==> src/rtl/div_pkg.sv <==
// Shared types and helpers for the sequential divider.
// Helpers work on MAX_W-bit values; callers zero-extend their operands and
// size-cast the result back, so the divider supports WIDTH up to MAX_W.
package div_pkg;

    localparam int MAX_W = 64;

    typedef enum logic [1:0] {
        IDLE = 2'd0,
        RUN  = 2'd1,
        FIX  = 2'd2,
        DONE = 2'd3
    } state_t;

    // One divide request as seen by the ALU op decoder.
    typedef struct packed {
        logic             is_signed;
        logic [MAX_W-1:0] dividend;
        logic [MAX_W-1:0] divisor;
    } div_req_t;

    // Two's-complement negate; the low WIDTH bits equal a WIDTH-bit negate.
    function automatic logic [MAX_W-1:0] neg_w(input logic [MAX_W-1:0] v);
        return ~v + {{(MAX_W-1){1'b0}}, 1'b1};
    endfunction

    // Magnitude: negate when the operand is flagged as negative.
    function automatic logic [MAX_W-1:0] abs_w(input logic [MAX_W-1:0] v,
                                               input logic            is_neg);
        return is_neg ? neg_w(v) : v;
    endfunction

endpackage

==> src/rtl/seq_divider.sv <==
// Multi-cycle non-restoring integer divider, signed or unsigned per op.
// Optional macro SEQ_DIV_BYPASS_EN: divide-by-zero, divide-by-one and
// |dividend| < |divisor| finish one cycle after accept without iterating.
//
// Handshakes: a transfer happens on a rising clk edge where valid and ready
// are both high. in_ready is high only in IDLE, so one op is in flight at a
// time. out_valid stays high with quotient/remainder/div_by_zero stable until
// out_ready is seen; the result registers keep their value afterwards until
// the next op completes.
module seq_divider
    import div_pkg::*;
#(
    parameter int WIDTH = 8
) (
    input  logic             clk,
    input  logic             reset_n,
    input  logic             in_valid,
    output logic             in_ready,
    input  logic             in_signed,
    input  logic [WIDTH-1:0] dividend,
    input  logic [WIDTH-1:0] divisor,
    output logic             out_valid,
    input  logic             out_ready,
    output logic [WIDTH-1:0] quotient,
    output logic [WIDTH-1:0] remainder,
    output logic             div_by_zero,
    output logic             busy,
    output state_t           state_dbg
);

    localparam int CNT_W = $clog2(WIDTH + 1);

    state_t           state;
    state_t           state_nxt;
    logic [CNT_W-1:0] cnt;
    logic [WIDTH:0]   acc;       // signed partial remainder
    logic [WIDTH-1:0] q_reg;     // dividend magnitude shifting out, quotient shifting in
    logic [WIDTH-1:0] m;         // divisor magnitude
    logic             neg_q;
    logic             neg_r;
    logic             dz;
    logic [WIDTH-1:0] dvd_raw;   // returned untouched as remainder on divide by zero

    logic             accept;
    logic [WIDTH-1:0] dvd_mag;
    logic [WIDTH-1:0] dvr_mag;
    logic [WIDTH:0]   acc_sh;
    logic [WIDTH:0]   step_acc;
    logic [WIDTH-1:0] step_q;
    logic [WIDTH-1:0] r_mag;
    logic [WIDTH-1:0] q_final;
    logic [WIDTH-1:0] r_final;

    assign accept    = in_valid && (state == IDLE);
    assign state_dbg = state;

    // Operand magnitudes; sign bits only matter in signed mode.
    assign dvd_mag = WIDTH'(abs_w(MAX_W'(dividend), in_signed & dividend[WIDTH-1]));
    assign dvr_mag = WIDTH'(abs_w(MAX_W'(divisor),  in_signed & divisor[WIDTH-1]));

    // One non-restoring iteration: shift, then add or subtract by the old acc sign.
    always_comb begin
        acc_sh   = {acc[WIDTH-1:0], q_reg[WIDTH-1]};
        step_acc = acc[WIDTH] ? (acc_sh + {1'b0, m}) : (acc_sh - {1'b0, m});
        step_q   = {q_reg[WIDTH-2:0], ~step_acc[WIDTH]};
    end

    // Final correction and sign application; divide by zero overrides both.
    always_comb begin
        r_mag   = acc[WIDTH] ? WIDTH'(acc + {1'b0, m}) : acc[WIDTH-1:0];
        q_final = neg_q ? WIDTH'(neg_w(MAX_W'(q_reg))) : q_reg;
        r_final = neg_r ? WIDTH'(neg_w(MAX_W'(r_mag))) : r_mag;
        if (dz) begin
            q_final = '1;
            r_final = dvd_raw;
        end
    end

`ifdef SEQ_DIV_BYPASS_EN
    logic             bypass_hit;
    logic [WIDTH-1:0] byp_q;
    logic [WIDTH-1:0] byp_r;
    logic             byp_dz;

    // Trivial ops whose result is known from the operands alone.
    always_comb begin
        bypass_hit = 1'b0;
        byp_q      = '0;
        byp_r      = '0;
        byp_dz     = 1'b0;
        if (divisor == '0) begin
            bypass_hit = 1'b1;
            byp_q      = '1;
            byp_r      = dividend;
            byp_dz     = 1'b1;
        end else if (divisor == WIDTH'(1)) begin
            bypass_hit = 1'b1;
            byp_q      = dividend;
        end else if (dvd_mag < dvr_mag) begin
            bypass_hit = 1'b1;
            byp_r      = dividend;
        end
    end
`endif

    // State register.
    always_ff @(posedge clk or negedge reset_n) begin
        if (!reset_n) begin
            state <= IDLE;
        end else begin
            state <= state_nxt;
        end
    end

    // Next state and handshake outputs.
    always_comb begin
        state_nxt = state;
        in_ready  = 1'b0;
        out_valid = 1'b0;
        busy      = 1'b1;
        case (state)
            IDLE: begin
                in_ready = 1'b1;
                busy     = 1'b0;
                if (in_valid) begin
                    state_nxt = RUN;
`ifdef SEQ_DIV_BYPASS_EN
                    if (bypass_hit) state_nxt = DONE;
`endif
                end
            end
            RUN: begin
                if (cnt == CNT_W'(WIDTH - 1)) state_nxt = FIX;
            end
            FIX: begin
                state_nxt = DONE;
            end
            DONE: begin
                out_valid = 1'b1;
                if (out_ready) state_nxt = IDLE;
            end
            default: state_nxt = IDLE;
        endcase
    end

    // Datapath: latch operands at accept, iterate in RUN, publish results in FIX.
    always_ff @(posedge clk or negedge reset_n) begin
        if (!reset_n) begin
            cnt         <= '0;
            acc         <= '0;
            q_reg       <= '0;
            m           <= '0;
            neg_q       <= 1'b0;
            neg_r       <= 1'b0;
            dz          <= 1'b0;
            dvd_raw     <= '0;
            quotient    <= '0;
            remainder   <= '0;
            div_by_zero <= 1'b0;
        end else begin
            case (state)
                IDLE: begin
                    if (accept) begin
                        cnt     <= '0;
                        acc     <= '0;
                        q_reg   <= dvd_mag;
                        m       <= dvr_mag;
                        neg_q   <= in_signed & (dividend[WIDTH-1] ^ divisor[WIDTH-1]);
                        neg_r   <= in_signed & dividend[WIDTH-1];
                        dz      <= (divisor == '0);
                        dvd_raw <= dividend;
`ifdef SEQ_DIV_BYPASS_EN
                        if (bypass_hit) begin
                            quotient    <= byp_q;
                            remainder   <= byp_r;
                            div_by_zero <= byp_dz;
                        end
`endif
                    end
                end
                RUN: begin
                    acc   <= step_acc;
                    q_reg <= step_q;
                    cnt   <= cnt + CNT_W'(1);
                end
                FIX: begin
                    quotient    <= q_final;
                    remainder   <= r_final;
                    div_by_zero <= dz;
                end
                default: ;
            endcase
        end
    end

endmodule

==> config.mk <==
export PLATFORM = sky130hd
export DESIGN_NAME = seq_divider
export DESIGN_NICKNAME = d
export VERILOG_FILES = /design/src/rtl/div_pkg.sv /design/src/rtl/seq_divider.sv
export SDC_FILE = /design/constraint.sdc
export NUM_CORES = 1
export LEC_CHECK = 0
export BUFFER_PORTS_ARGS = -buffer_cell sky130_fd_sc_hd__buf_2
export CORE_MARGIN = 5
export CORE_UTILIZATION = 50
export CTS_CLUSTER_SIZE = 28
export DETAILED_ROUTE_END_ITERATION = 6
export PLACE_DENSITY = 0.68
export RECOVER_POWER = 100
export SKIP_CTS_REPAIR_TIMING = 1
export SLEW_MARGIN = 5
export SYNTH_ARGS = -nofsm -noshare
export SYNTH_HDL_FRONTEND = slang
export SYNTH_SLANG_ARGS = --single-unit
==> constraint.sdc <==
create_clock -name clk -period 3.8 [get_ports clk]
set_clock_uncertainty 0.2 [all_clocks]
set_input_delay 0.76 -clock clk [delete_from_list [all_inputs] [get_ports clk]]
set_output_delay 0.76 -clock clk [all_outputs]
set_load 0.1 [all_outputs]
==> key figures <==
Logic synthesis
  • Mapped Cells: around 440
  • Post-Synthesis Net Count: between 400 and 500
  • Most common library cells after synthesis: dfrtp_1, nand2_1, nor2_1
  • Synth Area in Adders: 0.0917
  • Sequential share of the synthesized area: 0.384
  • Multiplexer area fraction after synthesis: 0.0547
  • Post-synth cell types: 48
  • Post-synth EDFFs: 0
  • Synth top area share: 0.384
  • Synth Area per Inst: around 9 sq um
  • Compound-Gate Fraction of Synth Area: 0.186
  • Post-Syn Area: roughly 3800 sq um
  • Synth top area cells: dfrtp_1, ha_1, nand2_1
  • Cell taking the most area after synthesis: dfrtp_1
  • Asr flop ratio synth: 1.00
  • Simple-gate area share of the yosys netlist: 0.155
  • Synth warnings: 0
  • Register bit total from synthesis: just under 60
  • Largest family of logic cells by synthesized area: compound AO/OA/AOI/OAI gates
  • Synth Flop Type: dfrtp_1
  • Synth Area in XOR/XNOR: 0.0888

Worst setup path
  • Crit end category: flop
  • R2r worst-path depth: 13
  • Critical Path RT: roughly 3.8 ns
  • Critical path class: reg2reg
  • Worst flop-to-flop path endpoint: q_reg[0]$_DFFE_PN0P_
  • Worst EP arrival: 3.12 ns
  • Family with the most delay on the worst path: compound AO/OA/AOI/OAI gates
  • CP cell instances: inv_1 > ha_1 > mux2_1 > inv_1 > fa_1 > nor2b_1 > o21ai_0 > a21boi_0 > o21ai_0 > nand2b_1 > a31oi_1 > mux2i_1 > o311ai_0
  • Startpoint Class: flop
  • Crit path max fanout: 7
  • Flop-to-flop setup slack: approximately 0.64 ns
  • RR Startpoint: m[1]$_DFFE_PN0P_
  • Critical path buffer and inverter count: 2
  • Worst path max stage delay: 0.48 ns
  • CP max-delay cell: dfrtp_1

Finish
  • Synth-to-layout area growth: 11.9%
  • N_diodes: 0
  • Largest register FFs: 9
  • Final net count: between 500 and 600
  • Final Util: 0.566
  • Layout cells sized above 1: 0.108
  • Most flops, register: acc

Timing
  • Min Tclk post-route: 3.16 ns
  • Max Freq: 0.317 GHz
  • Hold Violations, Final: 0
  • Period utilization: 0.831
  • Max-slew violations: 0
  • Setup TNS: 0 ns
  • RSZ-0062 raised after global routing: false
  • Slew HR: 0.188
  • Worst slew pin tran: about 1.2 ns
  • Finish-stage setup viols: 0
  • WHS: ~0.21 ns

Clock network
  • CTS H-Tree Depth: 3
  • CTS tree: built
  • Clock Tree Root: clkbuf_8
  • Clock Sink Count: 59
  • Clk buf depth: 2
  • CTS clock-pin slew for the worst setup and hold paths: 0.08 ns
  • Skew-Pair Late Insertion Delay: 0.33 ns
  • CTS Buf Count: 9

GRT
  • Global-route wire length before repair: ~14,000 um
  • Antenna violations before repair: 0
  • Largest net degree at the start of global routing: 50
  • Vias in the first global route: 3,092
  • Total grt overflow: 0
  • Total track usage: 0.183

Floorplan
  • Core region area: roughly 7600 sq um
  • Die height: 97.7 um
  • Starting Density: 0.506
  • Rows: 32
  • Num ports: 43
  • Die area: between 9000 and 10,000 sq um
  • Chip width: around 98 um

Route
  • Routed vias: ~3,200
  • Via/cell ratio: 5.40
  • Routed length per instance: about 14 um
  • DRT Pass-1 Iters: 6
  • DRT iter0 DRCs: 138
  • Final WL: approximately 8400 um
  • Drt drc: 0
  • Remaining antenna violation count: 0

Placed design
  • Port Buf Inserts: 42
  • RePlAce Congestion: 0.876
  • HPWL Detailed: roughly 6400 um

Hold path
  • Worst Hold Class: in2async

Run status
  • Status: complete, no violations

Flow run
  • Max-cap violations: 0
[metrics by stage]
| step | instance area, sq um | instances | setup WS [ns] |
|---|---|---|---|
| after detailed placement | 4170 | 569 | 0.853 |
| after global routing | 4310 | 585 | 0.418 |
| after CTS | 4370 | 585 | 0.831 |
| after floorplan | 3850 | 435 | 0.241 |
| after global placement | 4170 | 569 | 0.945 |
| final | 4310 | 585 | 0.643 |
[per-layer routing]
metal / vias up / share of wire / GRT usage
met4: 0 / 0.015 / 0.0575
li1: 1593 / - / -
met3: 12 / 0.044 / 0.0337
met1: 1486 / 0.47 / 0.247
met5: - / 0 / 0
met2: 68 / 0.47 / 0.300
[layout by cell type (no fill, tap or decap), drive strengths merged, types with 3 or more instances in the layout]
master	netlist	routed
clkinv	0	4
o31ai	6	6
o21ai	50	50
xnor2	18	18
mux2	10	10
nor3b	3	3
nor2b	4	4
nand2	59	59
nor3	9	9
inv	24	25
ha	25	25
nand3	6	6
xor2	21	21
nand2b	5	5
a31oi	9	9
mux2i	9	9
nor2	43	43
buf	2	22
a21oi	29	29
dfrtp	59	59
or3	4	4
clkbuf	13	34
[worst max-delay path by stage]
stage                     slack (ns)                      from              endpoint  cells past startpoint
after floorplan                 0.24  state_dbg[1]$_DFFE_PN0P_  q_reg[0]$_DFFE_PN0P_                      8
after global placement          0.95          m[1]$_DFFE_PN0P_    acc[7]$_DFFE_PN0P_                     12
after detailed placement        0.85          m[1]$_DFFE_PN0P_  q_reg[0]$_DFFE_PN0P_                     13
after CTS                       0.83          m[1]$_DFFE_PN0P_  q_reg[0]$_DFFE_PN0P_                     13
after global routing            0.42          m[1]$_DFFE_PN0P_  q_reg[0]$_DFFE_PN0P_                     13
final                           0.64          m[1]$_DFFE_PN0P_  q_reg[0]$_DFFE_PN0P_                     13
[worst register-to-register path: stages, from the launching register on]
cell	delay, ns
dfrtp_1	0.48
inv_1	0.07
ha_1	0.27
mux2_1	0.32
inv_1	0.09
fa_1	0.22
nor2b_1	0.05
o21ai_0	0.20
a21boi_0	0.16
o21ai_0	0.18
nand2b_1	0.11
a31oi_1	0.29
mux2i_1	0.22
o311ai_0	0.13
[cell families after synthesis]
group / Yosys count
simple gates: 137
compound gates: 115
flops: 59
xor+xnor: 39
buf+inv: 39
fa+ha+maj: 27
mux: 19
[final cells by class]
cell class | count | area (sq um)
Tap cell | 102 | 128
Clock inverter | 7 | 77.6
Fill cell | 741 | 3300
Inverter | 24 | 90.1
Multi-Input combinational cell | 337 | 2200
Sequential cell | 59 | 1480
Clock buffer | 9 | 124
Timing Repair Buffer | 47 | 213
Power is left out: the tool's default activity adds up to more than one toggle a clock period on the data nets, which glitch-free logic cannot reach.
